==> src/rtl/pulse_gen_mc_if.sv <==
// ---------------------------------------------------------------------------
// pulse_gen_mc_if
// Bundles the channel-side signals of pulse_gen_mc.
//   IN      : raw channel inputs, asynchronous to clk (driven by master)
//   MODE    : shared edge select 00 rise / 01 fall / 10 both / 11 off
//   OUT     : per-channel registered pulse outputs (driven by slave)
//   BUSY    : per-channel pulse-active flag, equal to OUT
//   EVT_CLR : synchronous clear of event counters (PULSE_GEN_MC_EVT_CNT_EN only)
//   EVT_CNT : per-channel accepted-event counts, channel 0 in LSBs
//             (PULSE_GEN_MC_EVT_CNT_EN only)
// Optional signals exist only when the macro PULSE_GEN_MC_EVT_CNT_EN is defined.
// ---------------------------------------------------------------------------
interface pulse_gen_mc_if #(
    parameter int NUM_CH = 4,
    parameter int EVT_W  = 8
);
    logic [NUM_CH-1:0]       IN;
    logic [1:0]              MODE;
    logic [NUM_CH-1:0]       OUT;
    logic [NUM_CH-1:0]       BUSY;
`ifdef PULSE_GEN_MC_EVT_CNT_EN
    logic                    EVT_CLR;
    logic [NUM_CH*EVT_W-1:0] EVT_CNT;

    modport master (output IN, MODE, EVT_CLR, input  OUT, BUSY, EVT_CNT);
    modport slave  (input  IN, MODE, EVT_CLR, output OUT, BUSY, EVT_CNT);
`else
    modport master (output IN, MODE, input  OUT, BUSY);
    modport slave  (input  IN, MODE, output OUT, BUSY);
`endif

    if (NUM_CH < 1 || EVT_W < 1) begin : g_bad_param
        $error("pulse_gen_mc_if: NUM_CH and EVT_W must be >= 1");
    end
endinterface

==> src/rtl/pulse_gen_mc.sv <==
// ---------------------------------------------------------------------------
// pulse_gen_mc
// Multi-channel edge-to-pulse generator. Each channel synchronises its raw
// input through SYNC_STAGES flops, detects the edge type selected by the
// shared MODE and emits a registered pulse PULSE_LEN cycles long. With
// RETRIG=1 an event during an active pulse reloads the length; with RETRIG=0
// it is ignored until the counter has reached zero.
// Ports:
//   clk : system clock, rising edge
//   rst : asynchronous active-low reset
//   bus : pulse_gen_mc_if.slave (IN, MODE, OUT, BUSY [, EVT_CLR, EVT_CNT])
// Optional feature macro: PULSE_GEN_MC_EVT_CNT_EN adds saturating per-channel
// accepted-event counters with a synchronous clear.
// ---------------------------------------------------------------------------
module pulse_gen_mc #(
    parameter int NUM_CH      = 4,
    parameter int SYNC_STAGES = 2,
    parameter int PULSE_W     = 4,
    parameter int PULSE_LEN   = 1,
    parameter int RETRIG      = 1,
    parameter int EVT_W       = 8
) (
    input  logic          clk,
    input  logic          rst,
    pulse_gen_mc_if.slave bus
);
    if (PULSE_LEN < 1 || PULSE_LEN > (2**PULSE_W) - 1 || SYNC_STAGES < 1 ||
        NUM_CH < 1 || EVT_W < 1) begin : g_bad_param
        $error("pulse_gen_mc: illegal PULSE_LEN / PULSE_W / SYNC_STAGES / NUM_CH / EVT_W");
    end

    localparam logic [PULSE_W-1:0] LEN_C = PULSE_W'(PULSE_LEN);
    localparam logic [PULSE_W-1:0] ONE_C = PULSE_W'(1);

    logic [NUM_CH-1:0]  sync_q [SYNC_STAGES];
    logic [NUM_CH-1:0]  prev_q;
    logic [NUM_CH-1:0]  s_w;
    logic [NUM_CH-1:0]  rise_w;
    logic [NUM_CH-1:0]  fall_w;
    logic [NUM_CH-1:0]  evt_w;
    logic [NUM_CH-1:0]  accept_w;
    logic [PULSE_W-1:0] cnt_q [NUM_CH];
    logic [PULSE_W-1:0] cnt_d [NUM_CH];
    logic [NUM_CH-1:0]  out_q;
    logic [NUM_CH-1:0]  out_d;

    // Synchroniser chain and previous-value register
    always_ff @(posedge clk or negedge rst) begin
        if (!rst) begin
            for (int k = 0; k < SYNC_STAGES; k++) begin
                sync_q[k] <= '0;
            end
            prev_q <= '0;
        end else begin
            sync_q[0] <= bus.IN;
            for (int k = 1; k < SYNC_STAGES; k++) begin
                sync_q[k] <= sync_q[k-1];
            end
            prev_q <= s_w;
        end
    end

    assign s_w = sync_q[SYNC_STAGES-1];

    // Edge detection uses the MODE of the current cycle, so a MODE change
    // applies to edges seen in the same cycle.
    always_comb begin
        rise_w = s_w & ~prev_q;
        fall_w = ~s_w & prev_q;
        case (bus.MODE)
            2'b00:   evt_w = rise_w;
            2'b01:   evt_w = fall_w;
            2'b10:   evt_w = rise_w | fall_w;
            default: evt_w = '0;
        endcase
    end

    // Pulse counter next state. MODE only gates new events; a running count
    // always drains, so in-flight pulses are never truncated. With RETRIG=0
    // an event in the cycle the count goes 1->0 is still rejected, which
    // guarantees a low gap between consecutive pulses.
    always_comb begin
        accept_w = '0;
        out_d    = '0;
        for (int c = 0; c < NUM_CH; c++) begin
            cnt_d[c]    = '0;
            accept_w[c] = evt_w[c] & ((RETRIG != 0) || (cnt_q[c] == '0));
            if (accept_w[c]) begin
                cnt_d[c] = LEN_C;
                out_d[c] = 1'b1;
            end else if (cnt_q[c] > ONE_C) begin
                cnt_d[c] = cnt_q[c] - ONE_C;
                out_d[c] = 1'b1;
            end
        end
    end

    always_ff @(posedge clk or negedge rst) begin
        if (!rst) begin
            for (int c = 0; c < NUM_CH; c++) begin
                cnt_q[c] <= '0;
            end
            out_q <= '0;
        end else begin
            for (int c = 0; c < NUM_CH; c++) begin
                cnt_q[c] <= cnt_d[c];
            end
            out_q <= out_d;
        end
    end

    assign bus.OUT  = out_q;
    assign bus.BUSY = out_q;

`ifdef PULSE_GEN_MC_EVT_CNT_EN
    logic [EVT_W-1:0] ecnt_q [NUM_CH];

    // Saturating accepted-event counters; clear wins over increment.
    always_ff @(posedge clk or negedge rst) begin
        if (!rst) begin
            for (int c = 0; c < NUM_CH; c++) begin
                ecnt_q[c] <= '0;
            end
        end else begin
            for (int c = 0; c < NUM_CH; c++) begin
                if (bus.EVT_CLR) begin
                    ecnt_q[c] <= '0;
                end else if (accept_w[c] && (ecnt_q[c] != '1)) begin
                    ecnt_q[c] <= ecnt_q[c] + EVT_W'(1);
                end
            end
        end
    end

    always_comb begin
        bus.EVT_CNT = '0;
        for (int c = 0; c < NUM_CH; c++) begin
            bus.EVT_CNT[c*EVT_W +: EVT_W] = ecnt_q[c];
        end
    end
`endif
endmodule

==> src/flat_wrapper.sv <==
// flat-port wrapper written by rule: the top's interface ports become plain ports
module pulse_gen_mc_flat 
#(
    parameter int NUM_CH      = 4,
    parameter int SYNC_STAGES = 2,
    parameter int PULSE_W     = 4,
    parameter int PULSE_LEN   = 1,
    parameter int RETRIG      = 1,
    parameter int EVT_W       = 8
)
  (clk, rst, bus_IN, bus_MODE, bus_OUT, bus_BUSY);
  pulse_gen_mc_if #(.NUM_CH(NUM_CH), .EVT_W(EVT_W)) bus_i ();
  input  logic clk;
  input  logic rst;
  input wire logic [$bits(bus_i.IN)-1:0] bus_IN;
  input wire logic [$bits(bus_i.MODE)-1:0] bus_MODE;
  output wire logic [$bits(bus_i.OUT)-1:0] bus_OUT;
  output wire logic [$bits(bus_i.BUSY)-1:0] bus_BUSY;
  assign bus_i.IN = bus_IN;
  assign bus_i.MODE = bus_MODE;
  assign bus_OUT = bus_i.OUT;
  assign bus_BUSY = bus_i.BUSY;
  pulse_gen_mc #(.NUM_CH(NUM_CH), .SYNC_STAGES(SYNC_STAGES), .PULSE_W(PULSE_W), .PULSE_LEN(PULSE_LEN), .RETRIG(RETRIG), .EVT_W(EVT_W)) u_core (.clk(clk), .rst(rst), .bus(bus_i));
endmodule
==> config.mk <==
export PLATFORM = sky130hd
export DESIGN_NAME = pulse_gen_mc_flat
export DESIGN_NICKNAME = d
export VERILOG_FILES = /design/src/rtl/pulse_gen_mc_if.sv /design/src/rtl/pulse_gen_mc.sv /design/src/flat_wrapper.sv
export SDC_FILE = /design/constraint.sdc
export NUM_CORES = 1
export LEC_CHECK = 0
export ABC_AREA = 1
export CAP_MARGIN = 20
export CELL_PAD_IN_SITES_DETAIL_PLACEMENT = 0
export CELL_PAD_IN_SITES_GLOBAL_PLACEMENT = 1
export CORE_ASPECT_RATIO = 0.9
export CORE_MARGIN = 3
export CORE_UTILIZATION = 45
export DETAILED_ROUTE_END_ITERATION = 8
export GPL_ROUTABILITY_DRIVEN = 0
export PLACE_DENSITY_LB_ADDON = 0.1
export SYNTH_ARGS = -nofsm -noshare
export SYNTH_HDL_FRONTEND = slang
export SYNTH_SLANG_ARGS = --single-unit
==> constraint.sdc <==
create_clock -name clk -period 2.57 [get_ports clk]
set_input_delay 0.257 -clock clk [delete_from_list [all_inputs] [get_ports clk]]
set_output_delay 0.257 -clock clk [all_outputs]
set_load 0.01 [all_outputs]
==> impl_metrics.toml <==
[cells_and_area]
design_area_um2 = 1861
fill_cells = 296
drive_gt1_share_pct = 4.878
final-seq-area_um2 = 800.8
final_nets = 228
layout_commonest_cell = "inv_1"
final_util_pct = 57.97
multi_input_area_um2 = 599.3
final_cell_mix = "inv_1, nand2_1, dfrtp_1"
diodes = 0
finalNonFillerCells = 247
area_growth_syn_to_layout_pct = 17.18

[power]
ir_drop_uv = 490.8
p_per_area_nw_per_um2 = 1024
p_seq_share_pct = 39.4
p_switching_uw = 702.7
p_int_mw = 1.203
p_leak_nw = 1.058
pwr-share-comb_pct = 40.4
p_clk_share_pct = 20.2
power_mw = 1.906
swShare_pct = 36.86

[route]
dr_wl_met2_mm = 1.301
wl_met3_um = 79
drt_wl_total_mm = 2.532
vias = 1125
top_layer_used = "met4"
drt_iter0_markers = 26
ant_nets = 0
avgViaCountPerCell = 4.555
wl_met1_mm = 1.117
dr.pass1.iters = 4
wl_per_cell_um = 10.25
drcViolationCount = 0

[worst_setup_path]
cp_slowest_cell = "clkdlybuf4s50_1"
cp_slowest_stage_delay_ns = 0.54
rr_worst_depth = 5
crit_buf_inv = 1
worstPathRequired_ns = 2.31
cp.arrival_ns = 1.16
cp-end-kind = "output pin"
path_class = "register to output pin"
ff2ff_setup_slack_ns = 1.23
critical_path.cell_chain = "clkdlybuf4s50_1"
startpoint_type = "register"
reg2reg_from = "u_core.cnt_q[4]"
cp_max_fo = 2
cp_top_family = "buffers and inverters"
r2r_end = "u_core.cnt_q[4]"

[global_routing]
grt_usage_pct = 14.02
antenna_found_initial = 0
grt_pass1_wl_mm = 4.505
overflow = 0
grt_pass1_vias = 1066
grt_max_degree = 33

[place]
port_buffers = 15
dp_worst_setup_slack_ns = 1.019
dpl.hpwl_mm = 2.005
place_area_um2 = 1768
dp.cells = 239

[synth]
ys_ff_latch = 32
synth-xor-area-share_pct = 1.655
ys_seq_area_share_pct = 50.43
yosys_warnings = 0
syn_inst = 185
synth.avg_cell_area_um2 = 8.583
yosysTopAreaCellShare_pct = 50.43
synth.area.mux_share_pct = 0
ys_types = 13
syn-cell-area_um2 = 1588
synth_top_family_by_area = "simple AND/OR/NAND/NOR gates"
yosys.area.top_type = "dfrtp_1"
synth_simple_gate_area_share_pct = 21.43
synth_area_leaders = "dfrtp_1, ha_1, inv_1, nand2_1, nor2_1"
synthAdderAreaFrac_pct = 12.61
synth_fp_nets = 209
synth_compound_area_share_pct = 2.049

[worst_hold_path]
hp-class = "register to register"
min_path_cells = 0
hold_end = "u_core.s_w[1]"
worstHoldStart = "u_core.sync_q[5]"

[clocking]
clockBufferDepth = 2
htreeDepth = 2
cts_root_buffer = "clkbuf_8"
post_cts_buffers = 0
holdBufCountCts = 0
cts_tree = "done"
worstSkewPairLatency_ns = 0.27
cts_made_buffers = 5
cts_resized = 0
clock_sinks = 32
path_clk_slew_ns = 0.06

[run_status]
status = "finished, final reports clean"

[die]
io_pins = 16
core_um2 = 3209
num_rows = 19
dieArea_um2 = 4278
dieHeight_um = 62.35
start_util_pct = 49.47
die_w_um = 68.62

[timing]
min_period_ns = 1.414
final-hold-violation-count = 0
tightest_slew_ns = 0.3902
finClkSkew_ns = 0.001870
period_share_pct = 55.01
rsz0062_at_grt = "no"
maxSlewViolCount = 0
maxSlewHeadroom_pct = 73.99
whs_ns = 0.3561
worst_slack_ns = 1.156
setup_viol = 0
fmax_mhz = 707.3
setup-tns-final_ns = 0

[run]
max-cap-violations = 0
==> metal layers <==
layer | up-vias | GRT usage (%)
li1 | 583 | -
met1 | 526 | 16.82
met2 | 12 | 22.65
met3 | 4 | 4.324
met4 | 0 | 5.955
met5 | - | 0
==> synthesized netlist by cell type <==
cell type / count
inv_1: 42
nand2_1: 37
dfrtp_1: 32
nor2_1: 24
nand3_1: 17
ha_1: 16
o21ai_0: 5
buf_4: 4
xor2_1: 3
nand3b_1: 2
nor2_2: 1
nor3_1: 1
o21a_1: 1
==> worst max-delay path by stage <==
stage,start,endpoint,slack [ns],cells after the start
after floorplan,u_core.cnt_q[4],u_core.cnt_q[4],1.42,5
after global placement,bus_MODE[1],u_core.cnt_q[0],1.05,6
after detailed placement,bus_MODE[0],u_core.cnt_q[14],1.02,5
after CTS,u_core.bus.BUSY[1],bus_BUSY[1],1.13,1
after global routing,u_core.cnt_q[4],u_core.cnt_q[4],1.07,5
final,u_core.bus.BUSY[2],bus_BUSY[2],1.16,1
==> flip-flops by register name, indices dropped and copies added, names as in the netlist <==
name / count
u_core.s_w: 4
u_core.bus.BUSY: 4
u_core.cnt_q: 16
u_core.prev_q: 4
u_core.sync_q: 4
==> cell type report <==
class,instances,area share [%]
Sequential cell,32,43.04
Timing Repair Buffer,16,8.473
Inverter,42,8.473
Tap cell,42,2.824
Clock buffer,6,4.438
Multi-Input combinational cell,107,32.21
Clock inverter,2,0.5380
==> power groups by stage <==
stage | clock network (mW) | registers, mW | logic, mW
final | 0.385 | 0.750 | 0.771
after global routing | 0.426 | 0.772 | 0.901
after CTS | 0.398 | 0.752 | 0.785
after detailed placement | 0 | 0.757 | 0.786
after global placement | 0 | 0.749 | 0.746
after floorplan | 0 | 0.746 | 0.565
==> logic make-up after synthesis <==
| group | Yosys count |
|---|---|
| DFF | 32 |
| buffers and inverters | 46 |
| AOI/OAI and AO/OA | 6 |
| and+or+nand+nor | 82 |
| xor gates and xnor gates | 3 |
| adders and majority gates | 16 |
Power figures use the tool's default switching activity.
